## src/rtl/alu_op_scheduler.sv

```systemverilog
// rtl/alu_op_scheduler.sv - round-robin scheduler feeding two requesters into one fixed-latency ALU
// Holds one operation in flight; illegal opcodes are answered directly without touching the ALU.
module alu_op_scheduler #(
  parameter int WIDTH   = 16,
  parameter int LATENCY = 4
) (
  input  logic             clk,
  input  logic             rst_n,
  input  logic             req0_valid,
  input  logic [3:0]       req0_op,
  input  logic [WIDTH-1:0] req0_a,
  input  logic [WIDTH-1:0] req0_b,
  output logic             req0_ready,
  input  logic             req1_valid,
  input  logic [3:0]       req1_op,
  input  logic [WIDTH-1:0] req1_a,
  input  logic [WIDTH-1:0] req1_b,
  output logic             req1_ready,
  output logic             resp0_valid,
  output logic             resp1_valid,
  output logic [WIDTH-1:0] resp_data,
  output logic             resp_z,
  output logic             resp_err,
  output logic [3:0]       alu_op,
  output logic [WIDTH-1:0] alu_a,
  output logic [WIDTH-1:0] alu_b,
  output logic             alu_en,
  input  logic [WIDTH-1:0] alu_c,
  input  logic             alu_z,
  output logic             busy,
  output logic [15:0]      issue_count
);

  localparam logic [3:0] LAT    = 4'(LATENCY);
  localparam logic [3:0] OP_SUB = 4'b0010;
  localparam logic [3:0] OP_MAX = 4'b1011;

  typedef enum logic [2:0] {
    S_IDLE    = 3'd0,
    S_ISSUE   = 3'd1,
    S_WAIT    = 3'd2,
    S_CAPTURE = 3'd3,
    S_RESPOND = 3'd4
  } state_t;

  state_t           state;
  state_t           state_nxt;
  logic             last_gnt;
  logic             gnt_sel;
  logic             accept;
  logic             sel_legal;
  logic [3:0]       sel_op;
  logic [WIDTH-1:0] sel_a;
  logic [WIDTH-1:0] sel_b;
  logic [3:0]       wait_cnt;
  logic [3:0]       op_q;
  logic [WIDTH-1:0] a_q;
  logic [WIDTH-1:0] b_q;
  logic [WIDTH-1:0] data_q;
  logic             z_q;
  logic             err_q;
  logic [15:0]      issue_cnt;

  // Both pending: favour the requester not granted last; otherwise take whoever is valid.
  always_comb begin
    gnt_sel = 1'b0;
    if (req0_valid && req1_valid) begin
      gnt_sel = ~last_gnt;
    end else if (req1_valid) begin
      gnt_sel = 1'b1;
    end
    sel_op    = gnt_sel ? req1_op : req0_op;
    sel_a     = gnt_sel ? req1_a  : req0_a;
    sel_b     = gnt_sel ? req1_b  : req0_b;
    sel_legal = (sel_op != 4'd0) && (sel_op <= OP_MAX);
    accept    = (state == S_IDLE) && (req0_valid || req1_valid);
  end

  always_ff @(posedge clk or negedge rst_n) begin
    if (!rst_n) begin
      state <= S_IDLE;
    end else begin
      state <= state_nxt;
    end
  end

  always_comb begin
    state_nxt = state;
    case (state)
      S_IDLE: begin
        if (accept) begin
          state_nxt = sel_legal ? S_ISSUE : S_RESPOND;
        end
      end
      S_ISSUE:   state_nxt = S_WAIT;
      S_WAIT: begin
        if (wait_cnt == 4'd1) begin
          state_nxt = S_CAPTURE;
        end
      end
      S_CAPTURE: state_nxt = S_RESPOND;
      S_RESPOND: state_nxt = S_IDLE;
      default:   state_nxt = S_IDLE;
    endcase
  end

  always_comb begin
    req0_ready  = accept && !gnt_sel;
    req1_ready  = accept && gnt_sel;
    alu_en      = (state == S_ISSUE);
    resp0_valid = (state == S_RESPOND) && !last_gnt;
    resp1_valid = (state == S_RESPOND) && last_gnt;
    busy        = (state != S_IDLE);
  end

  // last_gnt doubles as the owner of the in-flight operation until the next accept.
  always_ff @(posedge clk or negedge rst_n) begin
    if (!rst_n) begin
      last_gnt  <= 1'b1;
      op_q      <= '0;
      a_q       <= '0;
      b_q       <= '0;
      wait_cnt  <= '0;
      data_q    <= '0;
      z_q       <= 1'b0;
      err_q     <= 1'b0;
      issue_cnt <= '0;
    end else begin
      case (state)
        S_IDLE: begin
          if (accept) begin
            last_gnt <= gnt_sel;
            op_q     <= sel_op;
            a_q      <= sel_a;
            b_q      <= sel_b;
            if (!sel_legal) begin
              data_q <= '0;
              z_q    <= 1'b0;
              err_q  <= 1'b1;
            end
          end
        end
        S_ISSUE: begin
          wait_cnt  <= LAT;
          issue_cnt <= issue_cnt + 16'd1;
        end
        S_WAIT: begin
          wait_cnt <= wait_cnt - 4'd1;
        end
        S_CAPTURE: begin
          data_q <= alu_c;
          z_q    <= (op_q == OP_SUB) && alu_z;
          err_q  <= 1'b0;
        end
        default: begin
        end
      endcase
    end
  end

  assign alu_op      = op_q;
  assign alu_a       = a_q;
  assign alu_b       = b_q;
  assign resp_data   = data_q;
  assign resp_z      = z_q;
  assign resp_err    = err_q;
  assign issue_count = issue_cnt;

endmodule
```

## config.mk

```make
export PLATFORM = sky130hd
export DESIGN_NAME = alu_op_scheduler
export DESIGN_NICKNAME = d
export VERILOG_FILES = /design/src/rtl/alu_op_scheduler.sv
export SDC_FILE = /design/constraint.sdc
export NUM_CORES = 1
export LEC_CHECK = 0
export CAP_MARGIN = 20
export CELL_PAD_IN_SITES_DETAIL_PLACEMENT = 1
export CELL_PAD_IN_SITES_GLOBAL_PLACEMENT = 1
export CORE_MARGIN = 4
export CORE_UTILIZATION = 30
export DETAILED_ROUTE_END_ITERATION = 6
export GPL_TIMING_DRIVEN = 0
export HOLD_SLACK_MARGIN = 0.06
export PLACE_DENSITY_LB_ADDON = 0.05
export SYNTH_ARGS = -nofsm -noshare
export SYNTH_HDL_FRONTEND = slang
export SYNTH_SLANG_ARGS = --single-unit
```

## constraint.sdc

```tcl
create_clock -name clk -period 2.3 [get_ports clk]
set_input_delay 0.46 -clock clk [delete_from_list [all_inputs] [get_ports clk]]
set_output_delay 0.46 -clock clk [all_outputs]
set_load 0.01 [all_outputs]
```

==> impl_metrics.env <==
export IMPL_cp_top_family="simple AND/OR/NAND/NOR gates"
export IMPL_tightest_slew_ns=0.6847
export IMPL_grt_first_pass_wirelength_um=20510
export IMPL_cts_sinks=78
export IMPL_arrival_ns=1.79
export IMPL_fin_nets=682
export IMPL_critPathBufInv=2
export IMPL_r2r_end="alu_b[11]$_DFFE_PN0P_"
export IMPL_p_total_mw=7.444
export IMPL_fin_area_um2=6037
export IMPL_setup_tns_ns=0
export IMPL_clkLatencyLatePin_ns=0.34
export IMPL_r2r_cells=6
export IMPL_fmax_mhz=445.2
export IMPL_syn_instance_count=407
export IMPL_final_cells=758
export IMPL_critPathCaptureType="output pin"
export IMPL_r2r_start="state[1]$_DFFE_PN0P_"
export IMPL_power_density_nw_per_um2=1233
export IMPL_cts_buffer_depth=2
export IMPL_setup_viol=0
export IMPL_die_x_um=119.8
export IMPL_reg2reg_setup_slack_ns=0.28
export IMPL_diodes=0
export IMPL_path_class="reg2out"
export IMPL_ir_drop_mv=0.5264
export IMPL_synth_edff_count=0
export IMPL_hold_violations=0
export IMPL_ys_ff_latch=78
export IMPL_drt_iter0_markers=142
export IMPL_leakagePower_nw=2.578
export IMPL_grt_pass1_vias=3944
export IMPL_maxSlewViolCount=0
export IMPL_cts_max_level=3
export IMPL_place_ws_ns=-0.7107
export IMPL_ys_seq_area_share_pct=52.05
export IMPL_fin_crit_ns=2.246
export IMPL_firstDrtPassIters=6
export IMPL_seq_area_um2=1954
export IMPL_drc_errors=0
export IMPL_synth_top_cell_area_share_pct=51.35
export IMPL_dp_cells=744
export IMPL_status="finished, final reports clean"
export IMPL_rsz0062_at_grt="yes"
export IMPL_ant_nets=0
export IMPL_cp_slowest_stage_delay_ns=0.44
export IMPL_syn2layout_area_growth_pct=60.89
export IMPL_syn_cell_area_um2=3752
export IMPL_crit_slowest_cell="dfrtp_2"
export IMPL_post_route_period_util_pct=97.66
export IMPL_cts_tree="done"
export IMPL_grt_start_max_net_pins=44
export IMPL_drt_wirelength_per_cell_um=16.49
export IMPL_drive_gt1_share_pct=11.69
export IMPL_async_flop_share_pct=100.0
export IMPL_crit_path_cell_trace="or3_1 > buf_6 > nand2b_4 > nor2_2 > clkdlybuf4s15_2"
export IMPL_cts_buffers=9
export IMPL_core_region_area_um2=12110
export IMPL_wl_um=12500
export IMPL_initial_core_util_pct=30.98
export IMPL_antenna_found_initial=0
export IMPL_syn_nets=503
export IMPL_die_area_um2=14360
export IMPL_yosysTopAreaCell="dfrtp_1"
export IMPL_die_height_um=119.8
export IMPL_gr_total_overflow=0
export IMPL_ys_warnings_count=0
export IMPL_grt_usage_pct=18.03
export IMPL_num_vias=3678
export IMPL_multi_input_area_um2=1674
export IMPL_required_ns=1.84
export IMPL_path_max_fanout=7
export IMPL_hp_class="in2async"
export IMPL_nFillCells=1430
export IMPL_dpl_hpwl_um=9429
export IMPL_finalClockSkew_ns=0.005199
export IMPL_synthTopCellsByArea="dfrtp_1 51%, nand2_1 10%, a31oi_1 6.2%"
export IMPL_postPlaceCellArea_um2=5669
export IMPL_startpoint_type="register"
export IMPL_routabilityCongestion=0.7608
export IMPL_slew_headroom_pct=53.94
export IMPL_synth_main_ff_cell="dfrtp_1"
export IMPL_cap_violations=0
export IMPL_avgSynthCellArea_um2=9.220
export IMPL_rows=40
export IMPL_path_clk_slew_ns=0.06
export IMPL_setup_ws_ns=0.05374
export IMPL_io_buffer_count=168
export IMPL_hold_buffers=0
export IMPL_ys_types=39
export IMPL_num_io_pins=169
export IMPL_avgViaCountPerCell=4.852
export IMPL_clock_tree_root_cell="clkbuf_16"
## power breakdown
| group | total (mW) | switching [mW] | internal, mW |
|---|---|---|---|
| sequential | 2.37 | 0.409 | 1.96 |
| combinational | 3.43 | 1.69 | 1.75 |
| clock | 1.64 | 0.587 | 1.05 |
## synthesized netlist by cell type, drive strengths merged, types with 2 or more instances
cell / number
o21ai: 34
xnor2: 11
a2111oi: 2
dfrtp: 77
nand4: 5
and2: 4
inv: 5
nand3: 20
clkbuf: 12
or2: 2
a31oi: 37
and3: 3
nand2: 101
nor2: 48
a211oi: 2
a21oi: 4
xor2: 4
ha: 3
nor4: 5
buf: 13
## state kept, by name (all words and copies together) (netlist names)
register,cells
last_gnt,1
resp_z,1
resp_err,1
alu_a,16
issue_count,16
wait_cnt,4
alu_op,4
alu_b,16
resp_data,16
state,3
## cell families (layout without fill, tap and decap cells)
| group | count (synthesis) | count (layout) | share of synthesized area, % |
|---|---|---|---|
| AND/OR/NAND/NOR | 196 | 196 | 24.07 |
| flip-flops | 78 | 78 | 52.05 |
| adder cells (fa/ha/maj) | 3 | 3 | 1.000 |
| AO/OA/AOI/OAI | 84 | 84 | 15.17 |
| buffers and inverters | 30 | 213 | 3.935 |
| multiplexers | 1 | 1 | 0.2668 |
| XOR/XNOR | 15 | 15 | 3.501 |
## worst reg2reg max path, cell delays in order, from the launching register on
cell	delay [ns]
dfrtp_2	0.44
or3_1	0.37
buf_6	0.15
nor2b_1	0.10
buf_2	0.22
clkbuf_1	0.44
a31oi_1	0.16
## per-layer routing
metal  up-vias  wire [um]  track usage [%]
met5         -          0                0
met4         0        258            6.943
met3        17        617            4.618
met2       100       6135            30.30
met1      1807       5488            22.23
li1       1754          -                -
## cells in the final DEF, fill, tap and decap left out, types with 4 or more instances in the layout
master,n
dfrtp_1,76
and2_1,4
clkbuf_1,9
o21ai_0,24
inv_1,4
o21ai_2,10
nor2_1,46
nand3_2,10
nand4_1,5
clkbuf_16,9
buf_2,9
xor2_1,4
xnor2_1,11
nand2_1,101
a31oi_1,37
clkdlybuf4s50_1,163
nand3_1,10
nor4_1,4
## how the worst max path moves through the flow
stage / start / endpoint / slack [ns] / depth (start not counted)
final: state[1]$_DFFE_PN0P_ / req0_ready / 0.05 / 5
after detailed placement: req1_valid / req0_ready / -0.71 / 5
after CTS: state[2]$_DFFE_PN0P_ / req0_ready / -0.03 / 5
after floorplan: req1_valid / req0_ready / 0.52 / 3
after global placement: rst_n / resp_data[14]$_DFFE_PN0P_ / -2.35 / 1
after global routing: state[1]$_DFFE_PN0P_ / req0_ready / -0.04 / 5
## metrics by stage
step                utilization, %  hold WS (ns)
finish                       49.85       0.08716
CTS                          49.58        0.1021
global placement             46.60        0.4590
detailed placement           46.81        0.4616
floorplan                        -        0.1644
global route                 49.85        0.1127
## what timing repair did
item | CTS | global route
setup buffers | 0 | 1
endpoints found under the setup margin | 5 | 15
pin swaps | 0 | 1
gates resized for setup | 11 | 10
gates cloned | 0 | 0
## layout make-up
cell class                      count  share of cell area, %
Inverter                            5                 0.3109
Timing Repair Buffer              170                  28.41
Buffer                             23                  2.114
Multi-Input combinational cell    299                  27.73
Tap cell                          168                  3.482
Sequential cell                    78                  32.37
Clock inverter                      6                  1.845
Clock buffer                        9                  3.731
No activity file was read; power rests on OpenSTA's default activity.
